===== src/rtl/mem_arb_pkg.sv =====
// Shared types and constants for the unified-memory arbiter.
// The arbiter FSM walks IDLE -> D_WAIT -> I_WAIT -> DONE.
package mem_arb_pkg;

  typedef enum logic [1:0] {
    IDLE   = 2'd0,
    D_WAIT = 2'd1,
    I_WAIT = 2'd2,
    DONE   = 2'd3
  } arb_state_t;

  localparam int unsigned DEFAULT_MEM_LAT = 2;

  // Instruction register value while nothing has been fetched (pipeline bubble).
  localparam logic [15:0] NOP_INSTR = 16'h0000;

endpackage


===== src/rtl/mem_arbiter.sv =====
// Single-port memory arbiter: serialises a data access and then an instruction
// fetch through a fixed-latency memory, holding ready low while either is in flight.
module mem_arbiter
  import mem_arb_pkg::*;
#(
  parameter int unsigned MEM_LAT = DEFAULT_MEM_LAT,
  parameter int unsigned ADDR_W  = 16,
  parameter int unsigned DATA_W  = 16
) (
  input  logic              clk,
  input  logic              rst,
  input  logic              i_fetch,
  input  logic [ADDR_W-1:0] i_addr,
  input  logic              re,
  input  logic              we,
  input  logic [ADDR_W-1:0] d_addr,
  input  logic [DATA_W-1:0] wrt_data,
  output logic [DATA_W-1:0] instr,
  output logic [DATA_W-1:0] rd_data,
  output logic              ready,
  output logic              mem_en,
  output logic              mem_we,
  output logic [ADDR_W-1:0] mem_addr,
  output logic [DATA_W-1:0] mem_wdata,
  input  logic [DATA_W-1:0] mem_rdata,
  output logic [15:0]       stall_cnt
);

  localparam int unsigned       CNT_W    = $clog2(MEM_LAT + 1);
  localparam logic [CNT_W-1:0] LAT_LOAD = CNT_W'(MEM_LAT);
  localparam logic [CNT_W-1:0] CNT_RET  = CNT_W'(1);

  arb_state_t        state_q, state_d;
  logic [CNT_W-1:0]  cnt_q, cnt_d;
  logic              i_pend_q, i_pend_d;
  logic              is_read_q, is_read_d;
  logic [DATA_W-1:0] instr_q, instr_d;
  logic [DATA_W-1:0] rd_data_q, rd_data_d;
  logic [15:0]       stall_q;

  always_comb begin
    // NOTE: every signal gets a default before the case so no path leaves it
    // unassigned; otherwise synthesis infers a latch.
    state_d   = state_q;
    cnt_d     = cnt_q;
    i_pend_d  = i_pend_q;
    is_read_d = is_read_q;
    instr_d   = instr_q;
    rd_data_d = rd_data_q;
    ready     = 1'b0;
    mem_en    = 1'b0;
    mem_we    = 1'b0;
    mem_addr  = '0;
    mem_wdata = '0;

    unique case (state_q)
      IDLE: begin
        if (re || we) begin
          // re and we together is a store; the load half is dropped.
          mem_en    = 1'b1;
          mem_we    = we;
          mem_addr  = d_addr;
          mem_wdata = we ? wrt_data : '0;
          cnt_d     = LAT_LOAD;
          i_pend_d  = i_fetch;
          is_read_d = ~we;
          state_d   = D_WAIT;
        end else if (i_fetch) begin
          mem_en   = 1'b1;
          mem_addr = i_addr;
          cnt_d    = LAT_LOAD;
          state_d  = I_WAIT;
        end else begin
          ready = 1'b1;
        end
      end

      D_WAIT: begin
        cnt_d = cnt_q - 1'b1;
        if (cnt_q == CNT_RET) begin
          if (is_read_q) rd_data_d = mem_rdata;
          // The return cycle frees the port, so the pending fetch issues immediately.
          if (i_pend_q) begin
            mem_en   = 1'b1;
            mem_addr = i_addr;
            cnt_d    = LAT_LOAD;
            i_pend_d = 1'b0;
            state_d  = I_WAIT;
          end else begin
            state_d = DONE;
          end
        end
      end

      I_WAIT: begin
        cnt_d = cnt_q - 1'b1;
        if (cnt_q == CNT_RET) begin
          instr_d = mem_rdata;
          state_d = DONE;
        end
      end

      DONE: begin
        ready   = 1'b1;
        state_d = IDLE;
      end

      default: state_d = IDLE;
    endcase

    // While reset is held nothing is issued to memory and the pipeline sees ready.
    if (rst) begin
      ready     = 1'b1;
      mem_en    = 1'b0;
      mem_we    = 1'b0;
      mem_addr  = '0;
      mem_wdata = '0;
    end
  end

  // NOTE: sequential state uses non-blocking assignments so every register
  // samples the pre-edge values, independent of statement order.
  always_ff @(posedge clk) begin
    if (rst) begin
      state_q   <= IDLE;
      cnt_q     <= '0;
      i_pend_q  <= 1'b0;
      is_read_q <= 1'b0;
      instr_q   <= DATA_W'(NOP_INSTR);
      rd_data_q <= '0;
      stall_q   <= '0;
    end else begin
      state_q   <= state_d;
      cnt_q     <= cnt_d;
      i_pend_q  <= i_pend_d;
      is_read_q <= is_read_d;
      instr_q   <= instr_d;
      rd_data_q <= rd_data_d;
      if (!ready && (stall_q != 16'hFFFF)) stall_q <= stall_q + 16'd1;
    end
  end

  assign instr     = instr_q;
  assign rd_data   = rd_data_q;
  assign stall_cnt = stall_q;

endmodule


===== config.mk =====
export PLATFORM = sky130hd
export DESIGN_NAME = mem_arbiter
export DESIGN_NICKNAME = d
export VERILOG_FILES = /design/src/rtl/mem_arb_pkg.sv /design/src/rtl/mem_arbiter.sv
export SDC_FILE = /design/constraint.sdc
export NUM_CORES = 1
export LEC_CHECK = 0
export BUFFER_PORTS_ARGS = -buffer_cell sky130_fd_sc_hd__buf_2
export CORE_MARGIN = 2
export CORE_UTILIZATION = 40
export CTS_CLUSTER_SIZE = 16
export DETAILED_ROUTE_END_ITERATION = 10
export PLACE_DENSITY = 0.77
export REMOVE_ABC_BUFFERS = 1
export SLEW_MARGIN = 10
export SYNTH_ARGS = -nofsm -noshare
export SYNTH_HDL_FRONTEND = slang
export SYNTH_SLANG_ARGS = --single-unit

===== constraint.sdc =====
create_clock -name clk -period 2.3 [get_ports clk]
set_clock_uncertainty 0.15 [all_clocks]
set_input_delay 0.23 -clock clk [delete_from_list [all_inputs] [get_ports clk]]
set_output_delay 0.23 -clock clk [all_outputs]
set_load 0.05 [all_outputs]

; Yosys cells after proc, flatten, opt, wreduce, memory -nomap -nowiden
; Cells that the tools add are included.
[word_totals]
in_bits = 69
out_inout_bits = 83
word_cells = 67
regBits = 54
[op_classes]
mux = 36
reduce_logical = 12
addsub = 2
eq_ne = 9
bitwise = 1
[ops]
columns = cell, count
row1 = $mux W16, 9
row2 = $pmux W16 S2, 1
row3 = $add A16 B1 Y16 const B, 1
row4 = $ne A16 B16 Y1 const B, 1
row5 = $mux W1, 14
row6 = $mux W2, 7
row7 = $reduce_and A3 Y1, 3
row8 = $pmux W2 S4, 1
row9 = $ne A2 B2 Y1 const B, 3
row10 = $pmux W1 S2, 3
row11 = $pmux W2 S3, 1
row12 = $reduce_and A2 Y1, 3
row13 = $eq A2 B1 Y1 const B, 2
row14 = $eq A2 B2 Y1 const B, 2
row15 = $ne A3 B3 Y1 const B, 1
row16 = $reduce_bool A3 Y1, 1
row17 = $logic_not A2 Y1, 1
row18 = $reduce_bool A2 Y1, 1
row19 = $sub A2 B1 Y2 const B, 1
row20 = $logic_and A1 B1 Y1, 1
row21 = $logic_not A1 Y1, 1
row22 = $logic_or A1 B1 Y1, 1
row23 = $not A1 Y1, 1

; Longest topological paths before layout
[depth]
ltp_word = 6
ltp_mapped = 8
depth_no_buf = 6

; Worst setup path after synthesis
; Ideal clock, no wire load.
[synth_timing]
kind = register to output
from = reg state_q[0]
to = out mem_wdata[10]
arrival_time_ns = 2.246
required_ns = 1.920
path_stages_with_launch = 8
path_buffers = 2
setup_slack_ns = -0.326
cell_sequence = dfxtp_1 inv_1 ha_1 clkbuf_1 nand2_1 nor2_1 clkbuf_1 and2_1
[synth_between]
elab_chain_cells = 3
[synth_lines]
columns = item, line
row1 = from (decl), mem_arbiter.sv:33  ; arb_state_t state_q, state_d;
row2 = from (signal assigned), mem_arbiter.sv:133  ; state_q <= state_d;
row3 = $logic_not A2 Y1, mem_arbiter.sv:56  ; unique case (state_q)
row4 = $mux W16, mem_arbiter.sv:56
row5 = $mux W16, mem_arbiter.sv:112  ; if (rst) begin
row6 = to (decl), mem_arbiter.sv:24  ; output logic [DATA_W-1:0] mem_wdata,
; No other way between the ends.

; Final worst setup path
[layout_timing]
from = reg state_q[0]
to = out mem_addr[5]
[layout_between]
elab_chain_cells = 3
word_cells_on_any_way = 4
cone_classes = 1 x eq/ne / 2 x mux / 1 x reduce/logical
[layout_lines]
columns = item, line
row1 = $eq A2 B1 Y1 / $logic_not A2 Y1 (equally long branches), mem_arbiter.sv:56
row2 = $pmux W16 S2 *, mem_arbiter.sv:56
row3 = $mux W16 *, mem_arbiter.sv:112
row4 = to (decl), mem_arbiter.sv:23  ; output logic [ADDR_W-1:0] mem_addr,
; Every way passes the cells marked *; elsewhere a longest branch is shown, timed or not.

==> metrics.cfg <==
[pwr]
switching_power_mw = 1.36
ir_drop_mv = 0.759
pwr-share-comb_pct = 50.7
power_frac_clock_pct = 17.0
power_leakage_nw = 1.75
seq_power_share_pct = 32.3
finalPower_mw = 3.20
power_density_mw_per_mm2 = 803
power.internal_mw = 1.84
p_sw_share_pct = 42.6

[placement]
postPlaceCellArea_sq_mm = 0.00361
routabilityCongestion = 0.846
portBuffers = 151
post-dp-hpwl_mm = 5.89
pre_cts_ws_ns = 0.0272
dp.cells = 574

[route]
drtIter0Drc = 121
drtPass1Iterations = 4
wire_per_inst_um = 13.9
drc = 0
ant_nets = 0
vias = 3030
viasPerCell = 5.14
routed_wl_mm = 8.21

[clocking]
clkTransAtPathRegs_ns = 0.10
numCtsBuffers = 5
htree_levels = 2
cts_tree = yes
clkSinkCount = 54
worstSkewPairLatency_ns = 0.30
ctsRootBufferMaster = clkbuf_8
clockBufferDepth = 2

[synth]
synth.avg_cell_area_sq_um = 7.78
synth_seq_cells = 54
synth_cell_types = 43
seq_area_frac_synth_pct = 39.3
ys_warn_count = 0
yosys_most_used_dff = dfxtp_1
netlist_area_sq_mm = 0.00275
synth_edf_count = 0
synthArstFlopShare_pct = 0
netlist_instances = 354

[finish]
stdcell_count = 589
synthToLayoutAreaGrowth_pct = 44.9
fin_util_pct = 59.4
num-fill-cells = 621
final_net_count = 583
n_antenna_cell = 0
drive_above_1_share_pct = 44.2
design_area_sq_mm = 0.00399

[run_status]
status = finished, violations left
violations = negative setup slack

[floorplanning]
fp.coreArea_sq_mm = 0.00672
io_pins = 152
dieArea_sq_mm = 0.00756
fp-row-count = 30
start_util_pct = 41.0
die_x_um = 87.0
fp.dieH_um = 87.0

[setup_path]
cp_num_buf_inv = 3
timing_worst_setup_path_type = flip-flop to output port
rr_startpoint = state_q[0]$_SDFFE_PP0P_
endpoint_kind = output port
r2r_cells = 8
r2r-end = stall_cnt[14]$_SDFFE_PP0P_
crit_path_cell_trace = inv_2 -> ha_4 -> or3b_4 -> o21ai_4 -> buf_6 -> a22oi_1 -> nor2_1 -> buf_6
slowest_stage = or3b_4
cp.required_ns = 1.92
critical-path-top-delay-family = simple AND/OR/NAND/NOR gates
timing.critical_path.from = state_q[0]$_SDFFE_PP0P_
ff2ff_setup_slack_ns = 0.09
cp_max_fo = 8
slowest_delay_ns = 0.39
arrival_ns = 1.97
critPathMostFrequentCell = buf_6
start_kind = flip-flop

[worst_hold_path]
hp-class = input pin to flip-flop
min_path_cells = 3
hold_path.startpoint = mem_rdata[6]
min_to = rd_data[6]$_SDFFE_PP0P_

[global_route]
antenna_found_initial = 0
grt.total_usage_pct = 20.3
grt_pass1_vias = 2689
grt_pass1_wl_mm = 12.5
overflow = 0
grt_max_degree = 38

[sta]
tns_ns = -0.607
whs_ns = 0.0114
fin_crit_ns = 2.35
setup_violations = 16
hold_viol_final = 0
post-route-period-util_pct = 102
clock.fmax_mhz = 425
rsz0062_at_grt = true
fin_ws_ns = -0.0506
slew-limit-headroom_pct = 56.1
slew_viol_final = 0
worstMarginPinSlew_ns = 0.656

[job]
maxCapViolCount = 0

-- repair_timing --
item / CTS / global route
resized for setup: 45 / 27
setup buffers: 4 / 3
hold endpoints to repair: 0 / 1
hold buffers: 0 / 1
setup endpoints to repair: 17 / 18
pin swaps: 5 / 21
cloned: 1 / 0
-- cells by family after synthesis --
group	share of synthesized area, %
simple gates	28.9
compound gates	20.8
flops	39.3
buf+inv	5.59
mux	2.77
fa+ha+maj	2.73
-- cells in the final DEF (no fill, tap or decap), types with 2 or more instances in the layout --
| cell | n |
|---|---|
| nor2_2 | 9 |
| nand2_1 | 73 |
| a31oi_1 | 2 |
| mux2i_1 | 2 |
| nand3_1 | 7 |
| o21ai_0 | 7 |
| inv_1 | 7 |
| buf_2 | 134 |
| or4_1 | 4 |
| or4_2 | 4 |
| a211oi_1 | 2 |
| nor2b_1 | 7 |
| a22oi_1 | 3 |
| ha_1 | 5 |
| or3_1 | 2 |
| a22oi_2 | 13 |
| o31a_1 | 2 |
| dfxtp_1 | 52 |
| nor4_1 | 4 |
| nor2_1 | 19 |
| nand4_1 | 4 |
| buf_4 | 17 |
| inv_2 | 2 |
| a21oi_1 | 46 |
| clkbuf_8 | 5 |
| buf_6 | 18 |
| o31ai_1 | 9 |
| dfxtp_2 | 2 |
| and4_1 | 3 |
| mux2_2 | 5 |
| and2_1 | 18 |
-- worst register-to-register path, cell delays in order, from the launching register on --
cell and delay (ns):
dfxtp_2 0.33, inv_2 0.07, ha_4 0.14, buf_4 0.10, or4b_4 0.49, buf_4 0.17, a31oi_4 0.26, nor4_1 0.12
mux2_2 0.28
-- worst max-delay path by stage --
stage          slack (ns)  depth (start not counted)                          to
2_1_floorplan       -0.98                          5  stall_cnt[15]$_SDFFE_PP0P_
3_3_place_gp         0.09                          8                mem_addr[15]
3_5_place_dp         0.03                          8                mem_addr[15]
4_1_cts             -0.12                          9                mem_addr[15]
5_1_grt             -0.15                          8                 mem_addr[9]
6_report            -0.05                          8                 mem_addr[5]
-- layer usage --
layer	up-vias	track usage, %	part of all wire, %
met5	-	0	0
met4	0	7.10	2.5
met3	17	3.98	5.8
met2	117	35.4	50
met1	1360	24.9	41
li1	1536	-	-
-- layout make-up --
class / count / area, sq um / share of cell area (%)
clock buffer: 5 / 68.8 / 1.72
clock inverter: 3 / 25.0 / 0.627
inverter: 9 / 33.8 / 0.847
multi-input combinational: 267 / 1650 / 41.4
sequential: 54 / 1080 / 27.2
tap: 80 / 100 / 2.51
timing repair buffer: 171 / 1030 / 25.7
-- synthesized netlist by cell type (3+ instances only) --
cell type | count | share of area, %
nand2_1 | 73 | 9.9
dfxtp_1 | 54 | 39
a21oi_1 | 46 | 8.4
nor2_1 | 28 | 3.8
and2_1 | 18 | 4.1
clkbuf_1 | 17 | 2.3
a22oi_1 | 16 | 4.4
inv_1 | 9 | 1.2
o31ai_1 | 9 | 2.5
nand3_1 | 7 | 1.3
nor2b_1 | 7 | 1.6
o21ai_0 | 7 | 1.3
ha_1 | 6 | 2.7
mux2_2 | 5 | 2.0
nor4_1 | 5 | 1.1
nand4_1 | 4 | 0.91
or4_1 | 4 | 1.1
or4_2 | 4 | 1.3
and4_1 | 3 | 0.95
-- flip-flops by register name, summed over array words and instances, names as in the netlist --
register,cells
rd_data,16
is_read_q,1
i_pend_q,1
state_q,2
stall_cnt,16
instr,16
cnt_q,2
-- power groups by stage --
stage               Combinational [mW]  Sequential [mW]  Clock, mW
global route                      1.75             1.04      0.600
floorplan                        0.880             1.11          0
global placement                  1.31             1.05          0
CTS                               1.52             1.03      0.566
detailed placement                1.34             1.05          0
finish                            1.62             1.03      0.546
Note: power is estimated with default switching activity, not from simulation.
